===== config.mk =====
export PLATFORM = sky130hd
export DESIGN_NAME = mem_stage
export DESIGN_NICKNAME = d
export VERILOG_FILES = /design/src/rtl/mem_stage.sv
export SDC_FILE = /design/constraint.sdc
export NUM_CORES = 1
export LEC_CHECK = 0
export CAP_MARGIN = 20
export CORE_UTILIZATION = 50
export DETAILED_ROUTE_END_ITERATION = 6
export MAX_ROUTING_LAYER = met4
export PLACE_DENSITY_LB_ADDON = 0.25
export SYNTH_ARGS = -nofsm -noshare
export SYNTH_HDL_FRONTEND = slang
export SYNTH_SLANG_ARGS = --single-unit

===== constraint.sdc =====
create_clock -name clk -period 5.3 [get_ports clk]
set_input_delay 0.795 -clock clk [delete_from_list [all_inputs] [get_ports clk]]
set_output_delay 0.795 -clock clk [all_outputs]
set_load 0.02 [all_outputs]

===== src/rtl/mem_stage.sv =====
// Pipeline memory stage: issues load/store accesses on a req/ack data bus,
// aligns load data, drives writeback and the memory-stage bypass pair.
module mem_stage #(
  parameter int unsigned DMEM_TIMEOUT = 16,
  parameter logic [3:0]  L_TYPE       = 4'd1,
  parameter logic [3:0]  S_TYPE       = 4'd2
) (
  input  logic        clk,
  input  logic        rst,
  input  logic        ex_valid,
  input  logic [3:0]  ex_insn_type,
  input  logic [3:0]  ex_insn_sub_type,
  input  logic [4:0]  ex_rd,
  input  logic [31:0] ex_val,
  input  logic [31:0] ex_store_val,
  output logic        dmem_req,
  output logic        dmem_we,
  output logic [31:0] dmem_addr,
  output logic [3:0]  dmem_be,
  output logic [31:0] dmem_wdata,
  input  logic        dmem_ack,
  input  logic [31:0] dmem_rdata,
  output logic [4:0]  bp_mem_reg,
  output logic [31:0] bp_mem_val,
  output logic [4:0]  wb_rd,
  output logic [31:0] wb_val,
  output logic        wb_we,
  output logic        mem_stall,
  output logic        mem_fault,
  output logic [31:0] fault_addr
);

  typedef enum logic [1:0] {IDLE, ACCESS, DONE} state_t;
  typedef enum logic [1:0] {SZ_B, SZ_H, SZ_W} size_t;

  // Counter only needs to reach DMEM_TIMEOUT-1; the timeout fires on that value.
  localparam int unsigned    CW       = (DMEM_TIMEOUT > 1) ? $clog2(DMEM_TIMEOUT) : 1;
  localparam logic [CW-1:0]  TMO_LAST = CW'((DMEM_TIMEOUT > 0) ? DMEM_TIMEOUT - 1 : 0);

  state_t         state_q, state_d;
  logic [CW-1:0]  tmo_cnt;
  logic [31:0]    req_addr;
  logic [4:0]     rd_q;
  logic [3:0]     sub_q;

  logic           is_load, is_store, is_mem, misaligned, tmo_hit;
  size_t          ex_size;
  logic [3:0]     be_d;
  logic [31:0]    wdata_d;
  logic [31:0]    ld_data;

  function automatic size_t size_of(input logic [3:0] sub);
    case (sub)
      4'd0, 4'd4: return SZ_B;
      4'd1, 4'd5: return SZ_H;
      default:    return SZ_W;
    endcase
  endfunction

  assign dmem_addr = {req_addr[31:2], 2'b00};

  // Request decode
  always_comb begin
    is_load    = (ex_insn_type == L_TYPE);
    is_store   = (ex_insn_type == S_TYPE);
    is_mem     = is_load || is_store;
    ex_size    = size_of(ex_insn_sub_type);
    misaligned = ((ex_size == SZ_H) && ex_val[0]) ||
                 ((ex_size == SZ_W) && (ex_val[1:0] != 2'b00));
    be_d    = 4'b1111;
    wdata_d = ex_store_val;
    if (is_store) begin
      case (ex_size)
        SZ_B: begin
          be_d    = 4'b0001 << ex_val[1:0];
          wdata_d = {4{ex_store_val[7:0]}};
        end
        SZ_H: begin
          be_d    = 4'b0011 << ex_val[1:0];
          wdata_d = {2{ex_store_val[15:0]}};
        end
        default: begin
          be_d    = 4'b1111;
          wdata_d = ex_store_val;
        end
      endcase
    end
  end

  // Load lane selection and extension
  always_comb begin
    logic [7:0]  b;
    logic [15:0] h;
    case (req_addr[1:0])
      2'd0:    b = dmem_rdata[7:0];
      2'd1:    b = dmem_rdata[15:8];
      2'd2:    b = dmem_rdata[23:16];
      default: b = dmem_rdata[31:24];
    endcase
    h = req_addr[1] ? dmem_rdata[31:16] : dmem_rdata[15:0];
    case (size_of(sub_q))
      SZ_B:    ld_data = sub_q[2] ? {24'b0, b} : {{24{b[7]}}, b};
      SZ_H:    ld_data = sub_q[2] ? {16'b0, h} : {{16{h[15]}}, h};
      default: ld_data = dmem_rdata;
    endcase
  end

  assign tmo_hit = (state_q == ACCESS) && !dmem_ack &&
                   (DMEM_TIMEOUT != 0) && (tmo_cnt == TMO_LAST);

  // FSM state register
  always_ff @(posedge clk) begin
    if (rst) state_q <= IDLE;
    else     state_q <= state_d;
  end

  // FSM next state
  always_comb begin
    state_d = state_q;
    case (state_q)
      IDLE:    if (ex_valid && is_mem && !misaligned) state_d = ACCESS;
      ACCESS: begin
        if (dmem_ack)     state_d = dmem_we ? IDLE : DONE;
        else if (tmo_hit) state_d = IDLE;
      end
      DONE:    state_d = IDLE;
      default: state_d = IDLE;
    endcase
  end

  // FSM outputs
  always_comb begin
    mem_stall = (state_q != IDLE) || (ex_valid && is_mem && !misaligned);
  end

  // Datapath registers
  always_ff @(posedge clk) begin
    if (rst) begin
      dmem_req   <= 1'b0;
      dmem_we    <= 1'b0;
      req_addr   <= '0;
      dmem_be    <= '0;
      dmem_wdata <= '0;
      bp_mem_reg <= '0;
      bp_mem_val <= '0;
      wb_rd      <= '0;
      wb_val     <= '0;
      wb_we      <= 1'b0;
      mem_fault  <= 1'b0;
      fault_addr <= '0;
      tmo_cnt    <= '0;
      rd_q       <= '0;
      sub_q      <= '0;
    end else begin
      wb_we     <= 1'b0;
      mem_fault <= 1'b0;
      case (state_q)
        IDLE: begin
          if (ex_valid) begin
            if (!is_mem) begin
              wb_we      <= 1'b1;
              wb_rd      <= ex_rd;
              wb_val     <= ex_val;
              bp_mem_reg <= ex_rd;
              bp_mem_val <= ex_val;
            end else if (misaligned) begin
              mem_fault  <= 1'b1;
              fault_addr <= ex_val;
              bp_mem_reg <= '0;
              bp_mem_val <= '0;
            end else begin
              dmem_req   <= 1'b1;
              dmem_we    <= is_store;
              req_addr   <= ex_val;
              dmem_be    <= be_d;
              dmem_wdata <= wdata_d;
              rd_q       <= ex_rd;
              sub_q      <= ex_insn_sub_type;
              tmo_cnt    <= '0;
              bp_mem_reg <= '0;
              bp_mem_val <= '0;
            end
          end
        end
        ACCESS: begin
          // Ack wins over a timeout landing in the same cycle.
          if (dmem_ack) begin
            dmem_req <= 1'b0;
            if (!dmem_we) begin
              wb_we      <= 1'b1;
              wb_rd      <= rd_q;
              wb_val     <= ld_data;
              bp_mem_reg <= rd_q;
              bp_mem_val <= ld_data;
            end else begin
              bp_mem_reg <= '0;
              bp_mem_val <= '0;
            end
          end else if (tmo_hit) begin
            dmem_req   <= 1'b0;
            mem_fault  <= 1'b1;
            fault_addr <= req_addr;
            bp_mem_reg <= '0;
            bp_mem_val <= '0;
          end else begin
            tmo_cnt <= tmo_cnt + 1'b1;
          end
        end
        default: ;
      endcase
    end
  end

endmodule


-- Word level (Yosys, flattened, before mapping)
Index checks and enable logic that the tools add are counted.
- bits in registers: 193
- bits in latches: 0
- RAM bits: 0
- memory bits (read-only): 0
- bits of input ports: 113
- memories: 0
- add/sub/neg operators: 1
- multipliers: 0
- divide/modulo/power cells: 0
- order comparisons: 0
- eq/ne operators: 27
- shift-type cells: 2
- mux-type cells: 67
- bitwise logic cells: 1
- reductions and logical operators: 31
- operators with widths (operator ; number):
    32-bit two-way mux ; 17
    32-bit case mux with 2 select lines ; 5
    5-bit two-way mux ; 9
    4-bit two-way mux ; 6
    8-bit case mux with 3 select lines ; 1
    2-bit != test, second input constant ; 11
    5-bit case mux with 2 select lines ; 2
    4-bit by 3-bit == test with 1-bit output, second input constant ; 4
    16-bit two-way mux ; 1
    4-bit case mux with 2 select lines ; 2
    1-bit two-way mux ; 14
    4-bit by 1-bit == test with 1-bit output, second input constant ; 3
    2-bit case mux with 2 select lines ; 3
    6-bit AND reduction ; 2
    5-bit AND reduction ; 2
    2-bit by 1-bit == test with 1-bit output, second input constant ; 4
    2-bit logical NOT ; 4
    4-bit logical NOT ; 2
    2-bit two-way mux ; 4
    2-bit OR reduction ; 4
    1-bit logical AND ; 6
    1-bit case mux with 2 select lines ; 3
    2-bit nonzero test ; 3
    4-bit by 1-bit adder with 4-bit output, second input constant ; 1
    other kinds (12) ; 16

-- Logic depth before layout (Yosys ltp)
Gate-level depths: netlist (run 1).
- word-level depth: 10
- mapped depth: 9
- gate-level depth less buffers: 6

-- Worst setup path before layout (run 1)
Ideal clock, no wire load.
- kind: input -> output
- from: input ex_val[0]
- to: output mem_stall
- arrival: 1609 ps
- required time: 4505 ps
- setup slack: 2896 ps
- stages: 4
- path buffers: 1
- cell sequence: clkbuf_1 a211oi_1 o211ai_1 nand2_1
- cells in the longest elaborated chain, start to end: 6
- ends and longest elaborated chain (item ; line ; source):
    start, declared ; 14 ; input logic [31:0] ex_val,
    2-bit nonzero test ; 69 ; ((ex_size == SZ_W) && (ex_val[1:0] != 2'b00));
    1-bit logical AND ; 69 ;
    1-bit logical OR * ; 68 ; misaligned = ((ex_size == SZ_H) && ex_val[0]) ||
    1-bit logical NOT * ; 133 ; mem_stall = (state_q != IDLE) || (ex_valid && is_mem && !misaligned);
    1-bit logical AND * ; 133 ;
    1-bit logical OR * ; 133 ;
    end, declared ; 28 ; output logic mem_stall,
Every way passes the cells marked *; elsewhere a longest branch is shown, timed or not.

-- Final worst setup path (run 1)
- from: input ex_insn_sub_type[0]
- to: output mem_stall
- cells in the longest elaborated chain, start to end: 9
- ends and longest elaborated chain (item ; line ; source):
    start, declared ; 12 ; input logic [3:0] ex_insn_sub_type,
    4-bit by 1-bit == test with 1-bit output, or another cell as far along ; 53 ; case (sub)
    2-bit OR reduction ; 53 ;
    2-bit case mux with 2 select lines * ; 53 ;
    2-bit by 1-bit == test with 1-bit output / 2-bit == test (equally long branches) ; 68, 69 ;
    1-bit logical AND, on equally long branches ; 68, 69 ;
    1-bit logical OR * ; 68 ;
    1-bit logical NOT * ; 133 ;
    1-bit logical AND * ; 133 ;
    1-bit logical OR * ; 133 ;
Marks and branches as above.

==> impl_metrics.toml, run 1 <==
[timing]
hold_violations = 0
rsz0062_at_grt = "false"
clock_skew_ps = 7.363
finalSetupTns_ps = 0
fin_crit_sh_pct = 72.51
max_freq_ghz = 0.2602
relSlewSlack_pct = 28.72
setup-violations-final = 0
maxSlewViolCount = 0
min_period_ps = 3843
tightest_slew_ps = 1065

[routing]
route.detailed.drc = 2
routed_via_density = 5.849
drt_iter0_drc = 710
wl_per_cell_um = 18.63
vias = 8949
first_pass_iters = 7
final_antenna_net_count = 0
totalWireLength_mm = 28.50

[logic_synthesis]
synthCells = 1101
ys_ff_latch = 193
yosys-top-cells-area = "dfxtp_1 (44%), nand2_1 (9.5%), nor2_1 (5.5%)"
seq_area_frac_synth_pct = 43.68
synth_top_area_share_pct = 43.68
yosysWarnings = 0
yosysUniqueCellTypes = 55
syn_area_per_cell_um2 = 8.034
yosysTopAreaCell = "dfxtp_1"
syn_area_um2 = 8846
synth_ff_type = "dfxtp_1"
synth_edf_count = 0
async_flop_share_pct = 0

[die]
die_h_um = 135.0
core.rowCount = 48
die_width_um = 135.0
dieArea_um2 = 18230
start_util_pct = 51.14
pin_count = 292
design.core.area_um2 = 17300

[setup_path]
endpoint_kind = "output pin"
arrival_ps = 3050
required_ps = 4510
crit_type = "in -> out"
critPathLaunchType = "input pin"
crit_fanout = 13

[layout]
drive_gt1_share_pct = 5.747
final_common_cell = "clkdlybuf4s50_1"
layout.nets = 1406
syn_to_final_growth_pct = 36.94
final_cell_mix = "clkdlybuf4s50_1 (288), nand2_1 (223), dfxtp_1 (193)"
fin_util_pct = 70.04
diodes = 0

[clock_network]
post_cts_resized = 0
insertion_delay_ps = 440
hold_buffers = 0
cts_buffers = 17
root_buffer = "clkbuf_16"
clk_pin_slew_worst_paths_ps = 70
clkSinkCount = 193
cts_setup_buffers = 0
clk_path_buf_depth = 2
ctsHtreeMaxLevel = 4
cts_tree = "done"

[grt]
grt_max_degree = 138
overflow = 0
grt_pass1_wl_mm = 43.77
grt.total_usage_pct = 31.83
grt_pass1_vias = 8285
grt_antenna_before_repair = 0

[power_and_ir_drop]
p_leak_nw = 4.145
ir_worst_vdd_uv = 235.5
powerDensity_nw_per_um2 = 289.2

[min_path]
hp-class = "reg -> reg"

[place]
hpwl_mm = 19.59
gp_congestion = 0.9039
portBuffers = 289

[run_status]
status = "complete, but fails checks"
violations = "design-rule violations"

[job]
drv_cap = 0
[routing by layer]
layer / wire, um / part of all wire, % / global-route usage [%] / up-vias
li1: - / - / - / 4270
met1: 11840 / 42 / 39.66 / 4195
met2: 13710 / 48 / 51.37 / 428
met3: 2117 / 7.4 / 5.706 / 56
met4: 830 / 2.9 / 11.92 / 0
met5: 0 / 0 / - / -
[worst max-delay path, cell delays in order]
cell             delay (ps)
clkdlybuf4s50_1         790
a211oi_1                540
o211ai_1                180
nand2_1                 110
clkdlybuf4s50_1         620
[layout make-up]
cell class / count / area [um2]
fillers: 1430 / 5182
multi-input cells: 775 / 4324
flip-flops and latches: 193 / 3864
repair buffers: 303 / 3007
clock buffers: 22 / 484.2
well taps: 225 / 281.5
clock inverters: 10 / 146.4
inverters: 2 / 7.507
[synth_stat cells (all sizes together) (7+ instances only)]
| cell type | number |
|---|---|
| o32a | 7 |
| a32o | 16 |
| a311oi | 47 |
| a21oi | 94 |
| dfxtp | 193 |
| buf | 71 |
| o211ai | 29 |
| o21ai | 27 |
| mux2i | 10 |
| a32oi | 8 |
| nor3 | 68 |
| nor2 | 130 |
| a221oi | 17 |
| a211oi | 28 |
| nor2b | 14 |
| clkbuf | 61 |
| nand2 | 223 |
[power breakdown]
group / switching, mW / leakage (nW) / total [mW] / internal (mW)
Clock: 0.574 / 0.308 / 1.37 / 0.799
Sequential: 0.0390 / 1.58 / 1.55 / 1.52
Combinational: 0.309 / 2.26 / 0.576 / 0.267
Total: 0.922 / 4.15 / 3.50 / 2.58
[final timing paths]
path / startpoint / to / slack (ps) / depth (start not counted)
worst min register to register: dmem_wdata[10]$_SDFFE_PP0P_ / dmem_wdata[10]$_SDFFE_PP0P_ / 450 / 2
worst max register to register: req_addr[1]$_SDFFE_PP0P_ / bp_mem_val[1]$_SDFFE_PP0P_ / 2460 / 5
worst max-delay path: ex_insn_sub_type[0] / mem_stall / 1460 / 5
worst min-delay path: dmem_wdata[10]$_SDFFE_PP0P_ / dmem_wdata[10]$_SDFFE_PP0P_ / 450 / 2
[through the flow]
step	worst slack (ps)	power (mW)	cell area, um2	hold slack, ps	cells
after detailed placement	1454	2.158	11460	443.4	1496
final	1457	3.503	12110	451.4	1530
after CTS	1449	3.509	12090	452.0	1528
after global routing	1333	3.617	12110	468.4	1530
after floorplan	2896	1.872	8850	436.6	1102
after global placement	1546	2.150	11450	437.4	1495
[cells by family (layout without fill, tap and decap cells)]
logic type                 after synthesis  after routing  share of synthesized area, %
and+or+nand+nor                        467            467                         23.20
AOI/OAI and AO/OA                      288            288                         23.08
DFF                                    193            193                         43.68
buffers and inverters                  134            337                         7.921
muxes                                   14             14                         1.641
xor gates and xnor gates                 3              3                        0.2971
adders and majority gates                1              1                        0.1414
other                                    1              2                       0.04239
No activity file was read; power rests on OpenSTA's default activity.
==> inputs of run 2 (changes only) <==
Settings changed: CORE_UTILIZATION 50 to 46.
Clock period 5.3 ns to 4 ns, I/O delays scaled along.
==> run 2 against run 1 <==
  * The run now ends clean
  * Setup slack got worse by 640 ps
  * Flip-flop and latch count unchanged
  * Utilization decreased by 5.6 points
  * Combinational power increased by 33%
  * Clock-buffer cell count decreased by 3
  * Die area increased by 8.6%
  * Critical path type unchanged
  * Largest power group unchanged
==> impl_metrics.toml, run 2 (synthesis results as in run 1) <==
[layout]
syn_to_final_growth_pct = 36.79
multiInputGateArea_um2 = 4324
seqCellArea_um2 = 3864
final_cell_mix = "clkdlybuf4s50_1 (288), nand2_1 (223), dfxtp_1 (193)"
drive_gt1_share_pct = 6.255
diodes = 0
fin_cells = 1545
final_common_cell = "clkdlybuf4s50_1"
layout.nets = 1412
fillCellCount = 1618

[die]
die_width_um = 140.7
design.core.area_um2 = 18770
pin_count = 292
dieArea_um2 = 19790
die_h_um = 140.7
start_util_pct = 47.13
core.rowCount = 50

[timing]
tightest_slew_ps = 900.0
setup-violations-final = 0
maxSlewViolCount = 0
clock_skew_ps = 14.33
finalSetupTns_ps = 0
max_freq_ghz = 0.3145
rsz0062_at_grt = "false"
hold_violations = 0
relSlewSlack_pct = 39.78
min_period_ps = 3180
fin_crit_sh_pct = 79.50

[clock_network]
clk_pin_slew_worst_paths_ps = 70
hold_buffers = 0
clkSinkCount = 193
insertion_delay_ps = 440
root_buffer = "clkbuf_16"
cts_tree = "done"
cts_setup_buffers = 0
post_cts_resized = 0
cts_buffers = 17
ctsHtreeMaxLevel = 4
clk_path_buf_depth = 2

[power_and_ir_drop]
ir_worst_vdd_uv = 293.9
p_sw_share_pct = 28.83
p_leak_nw = 4.140
clockPowerShare_pct = 37.2
total_switching_power_mw = 1.297
powerDensity_nw_per_um2 = 371.8
p_int_mw = 3.202
pwr-share-comb_pct = 17.1
seq_power_share_pct = 45.7

[grt]
grt_max_degree = 81
grt_pass1_vias = 8012
grt.total_usage_pct = 30.06
overflow = 0
grt_pass1_wl_mm = 45.12
grt_antenna_before_repair = 0

[setup_path]
cp_common_cell = "clkdlybuf4s50_1"
arrival_ps = 2580
critPathLaunchType = "input pin"
crit_fanout = 8
slowest_delay_ps = 610
crit_type = "in -> out"
critPathSlowestCell = "clkdlybuf4s50_1"
required_ps = 3400
endpoint_kind = "output pin"
path_buf_inv = 2
cpLargestDelayFamily = "buffers and inverters"
crit_chain = "clkdlybuf4s50_1, a211oi_1, o211ai_1, nand2_1, clkdlybuf4s50_1"

[routing]
routed_via_density = 5.707
totalWireLength_mm = 29.18
drt_iter0_drc = 676
wl_per_cell_um = 18.89
route.detailed.drc = 0
vias = 8817
first_pass_iters = 6
final_antenna_net_count = 0

[place]
portBuffers = 289
dp_cells = 1513
hpwl_mm = 20.42
gp_congestion = 0.8796

[job]
drv_cap = 0

[run_status]
status = "finished, final reports clean"

[min_path]
hp-class = "reg -> reg"
[run 2: changes by cell type in the layout (fill, tap and decap cells not counted), sizes merged]
| cell | before | now |
|---|---|---|
| inv | 4 | 7 |
| bufinv | 3 | 0 |
| clkbuf | 22 | 19 |
| buf | 15 | 21 |
| clkinv | 4 | 6 |
| clkinvlp | 1 | 2 |
[run 2: area by class of cell]
type	count	share of cell area (%)
Multi-Input combinational cell	775	35.74
Sequential cell	193	31.93
Timing Repair Buffer	309	25.19
Clock buffer	19	3.660
Tap cell	234	2.420
Clock inverter	13	1.003
Inverter	2	0.06204
[run 2: worst paths after layout]
path                          startpoint                          end  slack, ps  cells past startpoint
min          dmem_wdata[31]$_SDFFE_PP0P_  dmem_wdata[31]$_SDFFE_PP0P_        450                      2
max                            ex_val[0]                    mem_stall        820                      5
max reg2reg      state_q[1]$_SDFFE_PP0P_      wb_val[29]$_SDFFE_PP0P_       1290                      6
min reg2reg  dmem_wdata[31]$_SDFFE_PP0P_  dmem_wdata[31]$_SDFFE_PP0P_        450                      2
[run 2: metrics by stage]
step	utilization [%]	hold WS (ps)	worst slack, ps	power (mW)	instance area, um2
after floorplan	-	436.6	1856	2.481	8850
after global placement	61.41	438.2	911.1	2.857	11520
after detailed placement	61.47	444.8	838.7	2.865	11540
after CTS	64.47	455.9	838.9	4.508	12100
after global routing	64.47	470.3	726.3	4.661	12100
final	64.47	451.0	819.9	4.498	12100
[run 2: routing by layer]
layer / share of wire (%) / vias up / GRT usage [%]
li1: - / 4265 / -
met2: 47 / 352 / 46.16
met1: 44 / 4153 / 39.60
met3: 6.8 / 47 / 5.537
met4: 2.4 / 0 / 10.58
met5: 0 / - / -
[run 2: worst reg2reg max path, delay by kind of cell (launching register included)]
kind	cells	cell delay [ps]
buffers and inverters	2	870
AND/OR/NAND/NOR	3	740
flip-flops	1	610
AO/OA/AOI/OAI	1	360
[run 2: power by group through the flow]
stage / logic [mW] / clock network (mW) / registers, mW
6_report: 0.768 / 1.67 / 2.06
3_5_place_dp: 0.765 / 0 / 2.10
5_1_grt: 0.819 / 1.78 / 2.07
4_1_cts: 0.768 / 1.68 / 2.06
2_1_floorplan: 0.288 / 0 / 2.19
3_3_place_gp: 0.759 / 0 / 2.10
==> inputs of run 3 (changes only) <==
Settings changed: CORE_UTILIZATION 46 to 42.
Clock period 4 ns to 2.8 ns, I/O delays scaled along.
==> run 3 against run 2 <==
  * Combinational power is 48% higher
  * Clock power is 51% higher
  * Critical path depth stayed put
  * Non-clock buffer count is 23 higher
  * Design area is 2.8% higher
  * Wire length is 4.9% higher
  * Cell count is 3.9% higher
  * Sequential share of layout area is 0.86 points lower
  * Clock-buffer cell count is 1 lower
  * Critical endpoint unchanged
  * Largest cell class unchanged
  * Highest routed layer unchanged
==> impl_metrics.toml, run 3 (synthesis results as in run 1) <==
[power_and_ir_drop]
p_leak_nw = 4.301
ir_worst_vdd_uv = 459.6
p_sw_share_pct = 28.11
clockPowerShare_pct = 38.3
seq_power_share_pct = 44.5
p_int_mw = 4.752
pwr-share-comb_pct = 17.2
powerDensity_nw_per_um2 = 531.5
total_switching_power_mw = 1.858

[grt]
grt_max_degree = 195
grt.total_usage_pct = 28.88
grt_pass1_wl_mm = 47.12
grt_antenna_before_repair = 1
overflow = 0
grt_pass1_vias = 8303

[routing]
routed_via_density = 5.644
route.detailed.drc = 0
final_antenna_net_count = 0
totalWireLength_mm = 30.60
wl_per_cell_um = 19.07
top_layer = "met4"
wl_met2_mm = 14.29
met1_length_mm = 13.09
routed-wl-met3_mm = 2.424
first_pass_iters = 5
drt_iter0_drc = 722
vias = 9059

[timing]
maxSlewViolCount = 0
clock_skew_ps = 10.85
min_period_ps = 2620
fin_ws_ps = 179.7
rsz0062_at_grt = "false"
hold_violations = 0
finalSetupTns_ps = 0
setup-violations-final = 0
holdWs_ps = 449.5
relSlewSlack_pct = 33.69
fin_crit_sh_pct = 93.58
max_freq_ghz = 0.3816
tightest_slew_ps = 994.7

[run_status]
status = "finished, final reports clean"

[place]
hpwl_mm = 21.80
pre_cts_ws_ps = 95.29
placed_area_um2 = 11830
dp_cells = 1572
gp_congestion = 0.9127
portBuffers = 289

[setup_path]
crit_fanout = 7
required_ps = 2380
rrSetupSlack_ps = 500
arrival_ps = 2200
critPathLaunchType = "input pin"
crit_type = "in -> out"
endpoint_kind = "output pin"

[clock_network]
insertion_delay_ps = 440
clkSinkCount = 193
cts_setup_buffers = 0
clk_pin_slew_worst_paths_ps = 80
ctsHtreeMaxLevel = 4
root_buffer = "clkbuf_16"
hold_buffers = 0
cts_buffers = 17
post_cts_resized = 0
clk_path_buf_depth = 2
cts_tree = "done"

[die]
die_h_um = 147.1
start_util_pct = 43.30
die_width_um = 147.1
core.rowCount = 52
dieArea_um2 = 21650
design.core.area_um2 = 20430
pin_count = 292

[layout]
drive_gt1_share_pct = 8.021
layout.nets = 1435
final_cell_mix = "clkdlybuf4s50_1 (288), nand2_1 (223), dfxtp_1 (193)"
post-route-cell-area_um2 = 12440
syn_to_final_growth_pct = 40.59
fin_cells = 1605
final_common_cell = "clkdlybuf4s50_1"

[min_path]
hp-class = "reg -> reg"

[job]
drv_cap = 0
[run 3: final cells by class]
type,count,area (um2)
Fill cell,1845,7993
Multi-Input combinational cell,775,4330
Sequential cell,193,3864
Timing Repair Buffer,332,3296
Clock buffer,18,429.2
Tap cell,270,337.8
Clock inverter,14,170.2
Inverter,2,7.507
Antenna cell,1,2.502
[run 3: worst paths after layout]
check                                                 start                          end  cells past startpoint
worst min register to register  dmem_wdata[27]$_SDFFE_PP0P_  dmem_wdata[27]$_SDFFE_PP0P_                      2
worst max register to register      state_q[1]$_SDFFE_PP0P_      wb_val[22]$_SDFFE_PP0P_                      6
worst max-delay path                              ex_val[0]                    mem_stall                      5
worst min-delay path            dmem_wdata[27]$_SDFFE_PP0P_  dmem_wdata[27]$_SDFFE_PP0P_                      2
[run 3: stage by stage]
stage	power, mW	utilization (%)
final	6.610	60.88
after global routing	6.845	60.88
after CTS	6.648	60.84
after detailed placement	4.138	57.91
after global placement	4.126	57.85
after floorplan	3.544	-
[run 3: power by group through the flow]
stage,combinational [mW],sequential (mW),clock (mW)
6_report,1.14,2.94,2.53
2_1_floorplan,0.411,3.13,0
4_1_cts,1.14,2.94,2.57
5_1_grt,1.21,2.95,2.68
3_3_place_gp,1.12,3.00,0
3_5_place_dp,1.13,3.01,0
[run 3: worst max-delay path, cell delays in order]
cell and delay [ps]:
clkdlybuf4s50_1 570, a211oi_2 340, o211ai_1 150, nand2_1 90, clkdlybuf4s50_1 620
[run 3: metal layers]
| layer | global-route usage [%] | vias to the layer above |
|---|---|---|
| li1 | - | 4321 |
| met3 | 5.745 | 62 |
| met4 | 10.05 | 0 |
| met1 | 37.56 | 4271 |
| met2 | 44.55 | 405 |
| met5 | - | - |
